File: config.mk
export PLATFORM = sky130hd
export DESIGN_NAME = paper_sequencer
export DESIGN_NICKNAME = d
export VERILOG_FILES = /design/src/rtl/paper_pkg.sv /design/src/rtl/paper_step_counter.sv /design/src/rtl/paper_sequencer.sv
export SDC_FILE = /design/constraint.sdc
export NUM_CORES = 1
export LEC_CHECK = 0
export BUFFER_PORTS_ARGS = -buffer_cell sky130_fd_sc_hd__buf_4
export CAP_MARGIN = 20
export CELL_PAD_IN_SITES_DETAIL_PLACEMENT = 1
export CELL_PAD_IN_SITES_GLOBAL_PLACEMENT = 1
export CORE_MARGIN = 8
export CORE_UTILIZATION = 42
export CTS_CLUSTER_SIZE = 28
export DETAILED_ROUTE_END_ITERATION = 10
export GPL_TIMING_DRIVEN = 0
export PLACE_DENSITY = 0.81
export SLEW_MARGIN = 20
export SYNTH_ARGS = -nofsm -noshare
export SYNTH_HDL_FRONTEND = slang
export SYNTH_SLANG_ARGS = --single-unit
File: constraint.sdc
create_clock -name clock -period 1.7 [get_ports clock]
set_input_delay 0.34 -clock clock [delete_from_list [all_inputs] [get_ports clock]]
set_output_delay 0.34 -clock clock [all_outputs]
set_load 0.03 [all_outputs]
File: src/rtl/paper_pkg.sv
// Shared opcode and state definitions for the 2-bit paper processor sequencer.
package paper_pkg;

    localparam logic [1:0] OP_NOP = 2'b00;
    localparam logic [1:0] OP_INC = 2'b01;
    localparam logic [1:0] OP_JNO = 2'b10;
    localparam logic [1:0] OP_HLT = 2'b11;

    typedef enum logic [1:0] {
        IDLE   = 2'd0,
        FETCH  = 2'd1,
        EXEC   = 2'd2,
        HALTED = 2'd3
    } state_t;

endpackage

File: src/rtl/paper_step_counter.sv
// Saturating retired-instruction counter; limit flags that the instruction
// retiring now is the last one the watchdog allows.
module paper_step_counter #(
    parameter int MAX_STEPS = 16
) (
    input  logic clock,
    input  logic reset_n,
    input  logic step,
    output logic limit
);

    localparam int CNT_W = $clog2(MAX_STEPS + 1);
    localparam logic [CNT_W-1:0] MAX_CNT  = CNT_W'(MAX_STEPS);
    localparam logic [CNT_W-1:0] LAST_CNT = CNT_W'(MAX_STEPS - 1);

    logic [CNT_W-1:0] count;

    always_ff @(posedge clock or negedge reset_n) begin
        if (!reset_n) begin
            count <= '0;
        end else if (step && (count != MAX_CNT)) begin
            count <= count + CNT_W'(1);
        end
    end

    assign limit = (count >= LAST_CNT);

endmodule

File: src/rtl/paper_sequencer.sv
// Fetch/execute controller for the 2-bit paper processor: addresses the program
// RAM, executes NOP/INC/JNO/HLT against an accumulator and stops on HLT or watchdog.
module paper_sequencer #(
    parameter int ADDR_W    = 2,
    parameter int DATA_W    = 2,
    parameter int MAX_STEPS = 16
) (
    input  logic              clock,
    input  logic              reset_n,
    input  logic              start,
    output logic [ADDR_W-1:0] mem_addr,
    input  logic [DATA_W-1:0] mem_data,
    output logic [DATA_W-1:0] acc,
    output logic              status,
    output logic              halted,
    output logic              timeout,
    output logic              retire,
    output logic [1:0]        retire_op,
    output logic [ADDR_W-1:0] retire_pc
);

    import paper_pkg::*;

    state_t            state, state_d;
    logic [ADDR_W-1:0] pc, pc_d;
    logic [1:0]        ir, ir_d;
    logic [DATA_W-1:0] acc_d;
    logic              status_d, halted_d, timeout_d, retire_d;
    logic [1:0]        retire_op_d;
    logic [ADDR_W-1:0] retire_pc_d;

    logic [ADDR_W-1:0] pc_inc1, pc_inc2;
    logic [DATA_W-1:0] acc_inc;
    logic              inc_carry;
    logic              exec_step;
    logic              step_limit;

    assign pc_inc1 = pc + ADDR_W'(1);
    assign pc_inc2 = pc + ADDR_W'(2);
    assign {inc_carry, acc_inc} = {1'b0, acc} + (DATA_W + 1)'(1);

    paper_step_counter #(
        .MAX_STEPS (MAX_STEPS)
    ) u_step_counter (
        .clock   (clock),
        .reset_n (reset_n),
        .step    (exec_step),
        .limit   (step_limit)
    );

    always_ff @(posedge clock or negedge reset_n) begin
        if (!reset_n) begin
            state     <= IDLE;
            pc        <= '0;
            ir        <= OP_NOP;
            acc       <= '0;
            status    <= 1'b0;
            halted    <= 1'b0;
            timeout   <= 1'b0;
            retire    <= 1'b0;
            retire_op <= 2'b00;
            retire_pc <= '0;
        end else begin
            state     <= state_d;
            pc        <= pc_d;
            ir        <= ir_d;
            acc       <= acc_d;
            status    <= status_d;
            halted    <= halted_d;
            timeout   <= timeout_d;
            retire    <= retire_d;
            retire_op <= retire_op_d;
            retire_pc <= retire_pc_d;
        end
    end

    // In EXEC the RAM is pointed at pc+1 so a JNO operand is already on mem_data.
    always_comb begin
        state_d     = state;
        pc_d        = pc;
        ir_d        = ir;
        acc_d       = acc;
        status_d    = status;
        halted_d    = halted;
        timeout_d   = timeout;
        retire_d    = 1'b0;
        retire_op_d = retire_op;
        retire_pc_d = retire_pc;
        exec_step   = 1'b0;
        mem_addr    = pc;

        case (state)
            IDLE: begin
                if (start) begin
                    state_d = FETCH;
                end
            end
            FETCH: begin
                ir_d    = mem_data[1:0];
                state_d = EXEC;
            end
            EXEC: begin
                mem_addr    = pc_inc1;
                exec_step   = 1'b1;
                retire_d    = 1'b1;
                retire_op_d = ir;
                retire_pc_d = pc;
                state_d     = FETCH;
                case (ir)
                    OP_NOP: pc_d = pc_inc1;
                    OP_INC: begin
                        if (!status) begin
                            acc_d    = acc_inc;
                            status_d = inc_carry;
                        end
                        pc_d = pc_inc1;
                    end
                    OP_JNO: pc_d = status ? pc_inc2 : mem_data[ADDR_W-1:0];
                    default: begin
                        state_d  = HALTED;
                        halted_d = 1'b1;
                    end
                endcase
                // The watchdog still lets the last instruction take effect.
                if (step_limit && (ir != OP_HLT)) begin
                    state_d   = HALTED;
                    halted_d  = 1'b1;
                    timeout_d = 1'b1;
                end
            end
            HALTED: state_d = HALTED;
            default: state_d = IDLE;
        endcase
    end

endmodule

==> flow_metrics.py, run 1 <==
metrics = {
    "cells_and_area": {
        "layout-drive-gt1-share": 0.3519,
        "layout_common_cells": "dfrtp_1 (21), buf_4 (20), nand2_1 (13)",
        "final_cells": 136,
        "finalNetCount": 118,
        "num_antenna_cells": 0,
        "area_delta_synth_final_pct": 22.42,
        "utilization": 0.5445,
        "layout_commonest_cell": "dfrtp_1",
        "fillerInstances": 244,
    },
    "sta": {
        "worst_clock_skew_ps": 10.56,
        "timing.final.hold_violations": 0,
        "setup-violations-final": 0,
        "worst_pin_slew_ps": 280.9,
        "fmax_ghz": 0.6116,
        "period_needed_ps": 1635,
        "drv_slew": 0,
        "maxSlewHeadroom": 0.8120,
        "fin_crit_sh": 0.9618,
    },
    "power_and_ir_drop": {
        "vdd_ir_drop_max_uv": 1027,
        "p_per_area_mw_per_mm2": 1887,
        "power_frac_seq": 0.424,
        "power_w": 0.002295,
        "combPwrFrac": 0.475,
        "p_int_w": 0.001302,
        "switching_share": 0.4325,
        "leakage_nw": 0.5903,
        "p_switching_w": 0.0009927,
        "p_clk_frac": 0.101,
    },
    "synthesis": {
        "synth_seq_cells": 21,
        "ys_seq_area_frac": 0.5290,
        "synth_cells": 84,
        "syn_avg_cell_area_sq_um": 11.83,
        "synth_fp_nets": 93,
        "ys_warn_count": 0,
        "synth_area_sq_um": 993.5,
        "ys_types": 31,
    },
    "setup_path": {
        "crit_required_ps": 1360,
        "crit_arrival_ps": 1290,
        "start_kind": "flip-flop",
        "timing_worst_setup_path_type": "reg2out",
        "endpoint_kind": "output port",
        "worstPathMaxFanout": 4,
    },
    "floorplanning": {
        "start_util": 0.4448,
        "die_h_microns": 64.64,
        "ios": 17,
        "die_area_sq_mm": 0.004178,
        "rows": 17,
        "core_area_sq_mm": 0.002233,
        "die_w_microns": 64.64,
    },
    "run": {
        "cap_viol_max_count": 0,
    },
    "detailed_routing": {
        "drtIter0Drc": 15,
        "via_per_inst": 5.287,
        "routed_wl_mm": 2.111,
        "wl_per_cell_microns": 15.52,
        "postRouteAntennaNets": 0,
        "vias": 719,
        "drc": 0,
        "drt_first_pass_iters": 3,
    },
    "grt": {
        "grt-ovfl-total": 0,
        "grtUsageTotal": 0.1072,
        "grt_first_pass_wirelength_mm": 3.670,
        "antenna_found_initial": 0,
        "grt_pass1_vias": 801,
        "grt_max_degree": 22,
    },
    "place": {
        "port_buffers": 16,
        "dp.final_hpwl_mm": 1.582,
        "gp_congestion": 0.7397,
        "place_inst": 128,
    },
    "clock_tree": {
        "cts_root_buf": "clkbuf_4",
        "worstSkewPairLatency_ps": 290,
        "cts_tree": "done",
        "htreeDepth": 1,
        "cts_buffers": 3,
        "cts_buffer_depth": 2,
        "clkSlewWorstSetupHoldPaths_ps": 100,
        "clock-sinks": 21,
    },
    "min_path": {
        "hp-class": "in2reg",
    },
    "run_status": {
        "status": "finished clean",
    },
}
[sequential cells by signal, summed over array words and instances, names as in the netlist]
register and flops:
u_step_counter.count 5, acc 2, ir 2, pc 2, retire_op 2, retire_pc 2
state 2, halted 1, retire 1, status 1, timeout 1
[worst max-delay path, stage by stage, from the launching register on]
cell and delay, ps:
dfrtp_1 430, nand3b_1 210, xnor2_1 180, buf_4 190
[stage by stage]
step	setup slack, ps	instance area [sq um]	hold WS, ps	setup TNS (ps)
CTS	2.853	1200	257.7	0
finish	65.02	1216	262.3	0
global placement	114.2	1149	238.1	0
detailed placement	48.82	1149	238.0	0
global route	-17.38	1216	254.7	-21.08
floorplan	152.9	993.5	44.41	0
[path summary, 6_finish.rpt]
kind / from / to / slack [ps] / cells after the start
worst min register to register: retire_op[0] / retire_op[0] / 490 / 2
worst max-delay path: state[0] / mem_addr[1] / 70 / 3
min in group asynchronous: reset_n / retire_pc[1] / 450 / 2
max in group asynchronous: reset_n / u_step_counter.count[2] / 1020 / 2
worst max register to register: u_step_counter.count[1] / state[1] / 80 / 6
worst min-delay path: start / state[0] / 260 / 2
[power by group through the flow]
stage               combinational [W]  clock, W  sequential, W
global placement              0.00101         0       0.000961
CTS                           0.00107  0.000241       0.000965
global route                  0.00120  0.000260        0.00101
detailed placement            0.00105         0       0.000979
finish                        0.00109  0.000232       0.000972
floorplan                    0.000512         0        0.00113
[cells by family (layout without fill, tap and decap cells)]
kind of cell,after synthesis,after routing,share of synthesized area
xor+xnor,5,5,0.04408
buf+inv,7,31,0.03653
compound gates,15,15,0.1260
fa+ha+maj,4,4,0.05038
flops,21,21,0.5290
mux,5,5,0.05667
simple gates,27,27,0.1574
[Yosys cell counts, drive strengths merged]
| library cell | instances | area (sq um) |
|---|---|---|
| inv | 6 | 25.03 |
| o211ai | 1 | 7.510 |
| nor4b | 1 | 23.77 |
| o21ai | 4 | 20.02 |
| mux2 | 5 | 56.30 |
| a21bo | 1 | 10.01 |
| xor2 | 1 | 8.760 |
| nand4 | 2 | 12.51 |
| nor2 | 3 | 11.26 |
| nand3b | 1 | 7.510 |
| buf | 1 | 11.26 |
| a41o | 1 | 10.01 |
| and3 | 1 | 6.260 |
| o31a | 1 | 8.760 |
| ha | 4 | 50.05 |
| a21o | 1 | 7.510 |
| o2111ai | 1 | 8.760 |
| a31o | 1 | 8.760 |
| or2 | 2 | 12.51 |
| dfrtp | 21 | 525.5 |
| a31oi | 2 | 27.53 |
| nand2 | 13 | 48.80 |
| nor2b | 2 | 12.51 |
| a22o | 1 | 8.760 |
| xnor2 | 4 | 35.03 |
| nor3b | 1 | 7.510 |
| nand2b | 1 | 13.76 |
| a22oi | 1 | 7.510 |
[timing repair]
action                                  4_1_cts  5_1_grt
pin swaps                                     0        0
endpoints found under the hold margin        21        0
endpoints found under the setup margin        2        4
gates resized for setup                       0        3
setup buffers                                 2        2
gates cloned                                  0        0
hold buffers                                  1        0
[layout make-up]
cell class	count	area (sq um)	area share
Sequential cell	21	525.5	0.4321
Multi-Input combinational cell	56	444.2	0.3652
Timing Repair Buffer	21	160.2	0.1317
Tap cell	28	35.03	0.02881
Clock buffer	4	26.28	0.02160
Inverter	6	25.02	0.02058
[routing by layer]
layer  track usage  wire, microns  up-vias
met5             0              0        -
met4       0.02180             11        0
met3       0.03780             97        2
met2        0.1863           1117       10
met1        0.1244            885      364
li1              -              -      343
Note: power is estimated with default switching activity, not from simulation.
==> run 2: changes to the inputs <==
Settings changed: GPL_ROUTABILITY_DRIVEN from default to 0, SYNTH_HIERARCHICAL from default to 1.
==> run 2 against run 1 <==
  * Global-route usage up 0.40 points
  * Sequential cell count did not move
  * Combinational power decreased by 30%
  * Worst setup slack improved by 8.8 ps
==> flow_metrics.py, run 2 <==
metrics = {
    "clock_tree": {
        "cts_buffer_depth": 2,
        "worstSkewPairLatency_ps": 300,
        "cts_tree": "done",
        "htreeDepth": 1,
        "clock-sinks": 21,
        "cts_root_buf": "clkbuf_4",
        "clkSlewWorstSetupHoldPaths_ps": 110,
        "cts_buffers": 3,
    },
    "synthesis": {
        "netlist_top_cells_area": "dfrtp_1 (51%), nand2_1 (5.5%), ha_1 (4.9%)",
        "synth.top_cell.area_share": 0.5134,
        "synth_cells": 90,
        "async_reset_ff_frac": 1.000,
        "synth_area_sq_mm": 0.001023,
        "synth_common_cells": "dfrtp_1 (21), nand2_1 (15), inv_1 (6)",
        "yosysMostFrequentCell": "dfrtp_1",
        "yosys.area.top_type": "dfrtp_1",
        "synth_edf_count": 0,
        "synth_seq_cells": 21,
        "ys_seq_area_frac": 0.5134,
        "synth_flop_cell": "dfrtp_1",
        "synth_fp_nets": 99,
        "syn_avg_cell_area_sq_um": 11.37,
        "ys_types": 34,
        "ys_warn_count": 6,
    },
    "place": {
        "dp.final_hpwl_mm": 1.641,
        "dp_slack_ps": 33.74,
        "place_inst": 136,
        "port_buffers": 16,
    },
    "floorplanning": {
        "die_w_microns": 65.37,
        "die_h_microns": 65.37,
        "rows": 18,
        "die_area_sq_mm": 0.004273,
        "core_area_sq_mm": 0.002387,
        "start_util": 0.4287,
        "ios": 17,
    },
    "sta": {
        "maxSlewHeadroom": 0.7882,
        "period_needed_ps": 1626,
        "fmax_ghz": 0.6150,
        "drv_slew": 0,
        "fin_crit_sh": 0.9566,
        "timing.final.hold_violations": 0,
        "setup-violations-final": 0,
        "setup_ws_ps": 73.85,
        "worst_pin_slew_ps": 317.6,
        "worst_clock_skew_ps": 6.884,
    },
    "cells_and_area": {
        "largest_reg_flops": 5,
        "multi_input_area_sq_um": 466.7,
        "largest_register": "u_step_counter/count",
        "ff_latch_area_sq_um": 529.3,
        "finalNetCount": 123,
        "num_antenna_cells": 0,
        "final_cells": 143,
        "area_delta_synth_final_pct": 22.74,
        "fillerInstances": 274,
        "utilization": 0.5262,
        "layout-drive-gt1-share": 0.3717,
        "layout_common_cells": "dfrtp_1 (18), buf_4 (18), nand2_1 (15)",
    },
    "setup_path": {
        "endpoint_kind": "output port",
        "endpoint": "mem_addr[1]",
        "crit_buf_inv": 1,
        "start_kind": "flip-flop",
        "rr_worst_depth": 7,
        "cp_num_cells": 3,
        "cp_slowest_cell": "dfrtp_1",
        "worstPathMaxFanout": 3,
        "timing_worst_setup_path_type": "reg2out",
        "crit_arrival_ps": 1290,
        "r2r-start": "u_step_counter/count[0]",
        "max_stage_delay_ps": 410,
        "r2r_slack_ps": 80,
        "worstReg2RegEnd": "halted",
        "cp_cell_sequence": "nand3b_1 > xnor2_1 > buf_4",
        "crit_required_ps": 1360,
        "cpLargestDelayFamily": "flip-flops",
        "critPathLaunch": "state[0]",
    },
    "grt": {
        "grt-ovfl-total": 0,
        "top_usage_layer": "met2",
        "grt_use_met3": 0.03401,
        "grt_first_pass_wirelength_mm": 3.657,
        "antenna_found_initial": 0,
        "groute.layer.met1.usage": 0.1137,
        "grtUsageTotal": 0.1112,
        "grt_max_degree": 22,
        "grt_pass1_vias": 783,
        "use_met2": 0.2030,
    },
    "run_status": {
        "status": "finished clean",
    },
    "detailed_routing": {
        "routed_wl_mm": 2.220,
        "wl_per_cell_microns": 15.52,
        "postRouteAntennaNets": 0,
        "vias": 736,
        "drc": 0,
        "drt_first_pass_iters": 3,
        "via_per_inst": 5.147,
        "drtIter0Drc": 18,
    },
    "power_and_ir_drop": {
        "switching_share": 0.3985,
        "p_clk_frac": 0.137,
        "vdd_ir_drop_max_uv": 681.2,
        "p_per_area_mw_per_mm2": 1409,
        "power_frac_seq": 0.429,
        "combPwrFrac": 0.433,
        "p_switching_w": 0.0007051,
        "leakage_nw": 0.6434,
        "p_int_w": 0.001064,
    },
    "min_path": {
        "hp-class": "in2reg",
    },
    "run": {
        "cap_viol_max_count": 0,
    },
}
==> run 2: cell type report <==
| type | instances | area share |
|---|---|---|
| Tap cell | 30 | 0.02988 |
| Timing Repair Buffer | 20 | 0.1245 |
| Inverter | 7 | 0.02291 |
| Multi-Input combinational cell | 59 | 0.3715 |
| Clock buffer | 3 | 0.01793 |
| Sequential cell | 21 | 0.4213 |
| Clock inverter | 1 | 0.003984 |
| Buffer | 2 | 0.007968 |
==> run 2: cell families (layout without fill, tap and decap cells) <==
family,after synthesis,count (layout),share of synthesized area
fa+ha+maj,4,4,0.04890
mux,5,5,0.05867
flops,21,21,0.5134
simple gates,30,30,0.1553
compound gates,15,15,0.1357
buf+inv,10,33,0.04523
xor+xnor,5,5,0.04279
==> run 2: timing repair <==
action | 4_1_cts | 5_1_grt
endpoints found under the hold margin | 21 | 0
pin swaps | 0 | 1
buffers inserted | 0 | 3
endpoints found under the setup margin | 1 | 4
gates resized for setup | 3 | 5
hold buffers | 1 | 0
==> run 2: worst min-delay path by stage <==
stage,from,end,slack [ps],cells past startpoint
after floorplan,reset_n,acc[0],40,0
after global placement,reset_n,retire_op[1],240,1
after detailed placement,reset_n,retire_op[1],240,1
after CTS,start,state[0],220,2
after global routing,start,state[0],240,2
final,start,state[0],230,2
==> run 2: power by group through the flow <==
stage          Clock [W]  Sequential, W  Combinational [W]
6_report        0.000243       0.000759           0.000767
5_1_grt         0.000268       0.000782           0.000846
4_1_cts         0.000254       0.000768           0.000737
3_5_place_dp           0       0.000779           0.000732
3_3_place_gp           0       0.000768           0.000699
2_1_floorplan          0       0.000925           0.000325
==> run 2: metal layers <==
layer,wire length [microns],share of wire
met1,885,0.40
met2,1198,0.54
met3,100,0.045
met4,36,0.016
met5,0,0
==> run 2: through the flow <==
step / instance area (sq um) / hold WS [ps] / TNS [ps] / power [W]
final: 1256 / 234.2 / 0 / 0.001769
after global routing: 1256 / 240.3 / -19.09 / 0.001895
after CTS: 1235 / 224.5 / 0 / 0.001759
after detailed placement: 1181 / 241.3 / 0 / 0.001511
after global placement: 1181 / 239.3 / 0 / 0.001467
after floorplan: 1023 / 44.41 / 0 / 0.001250
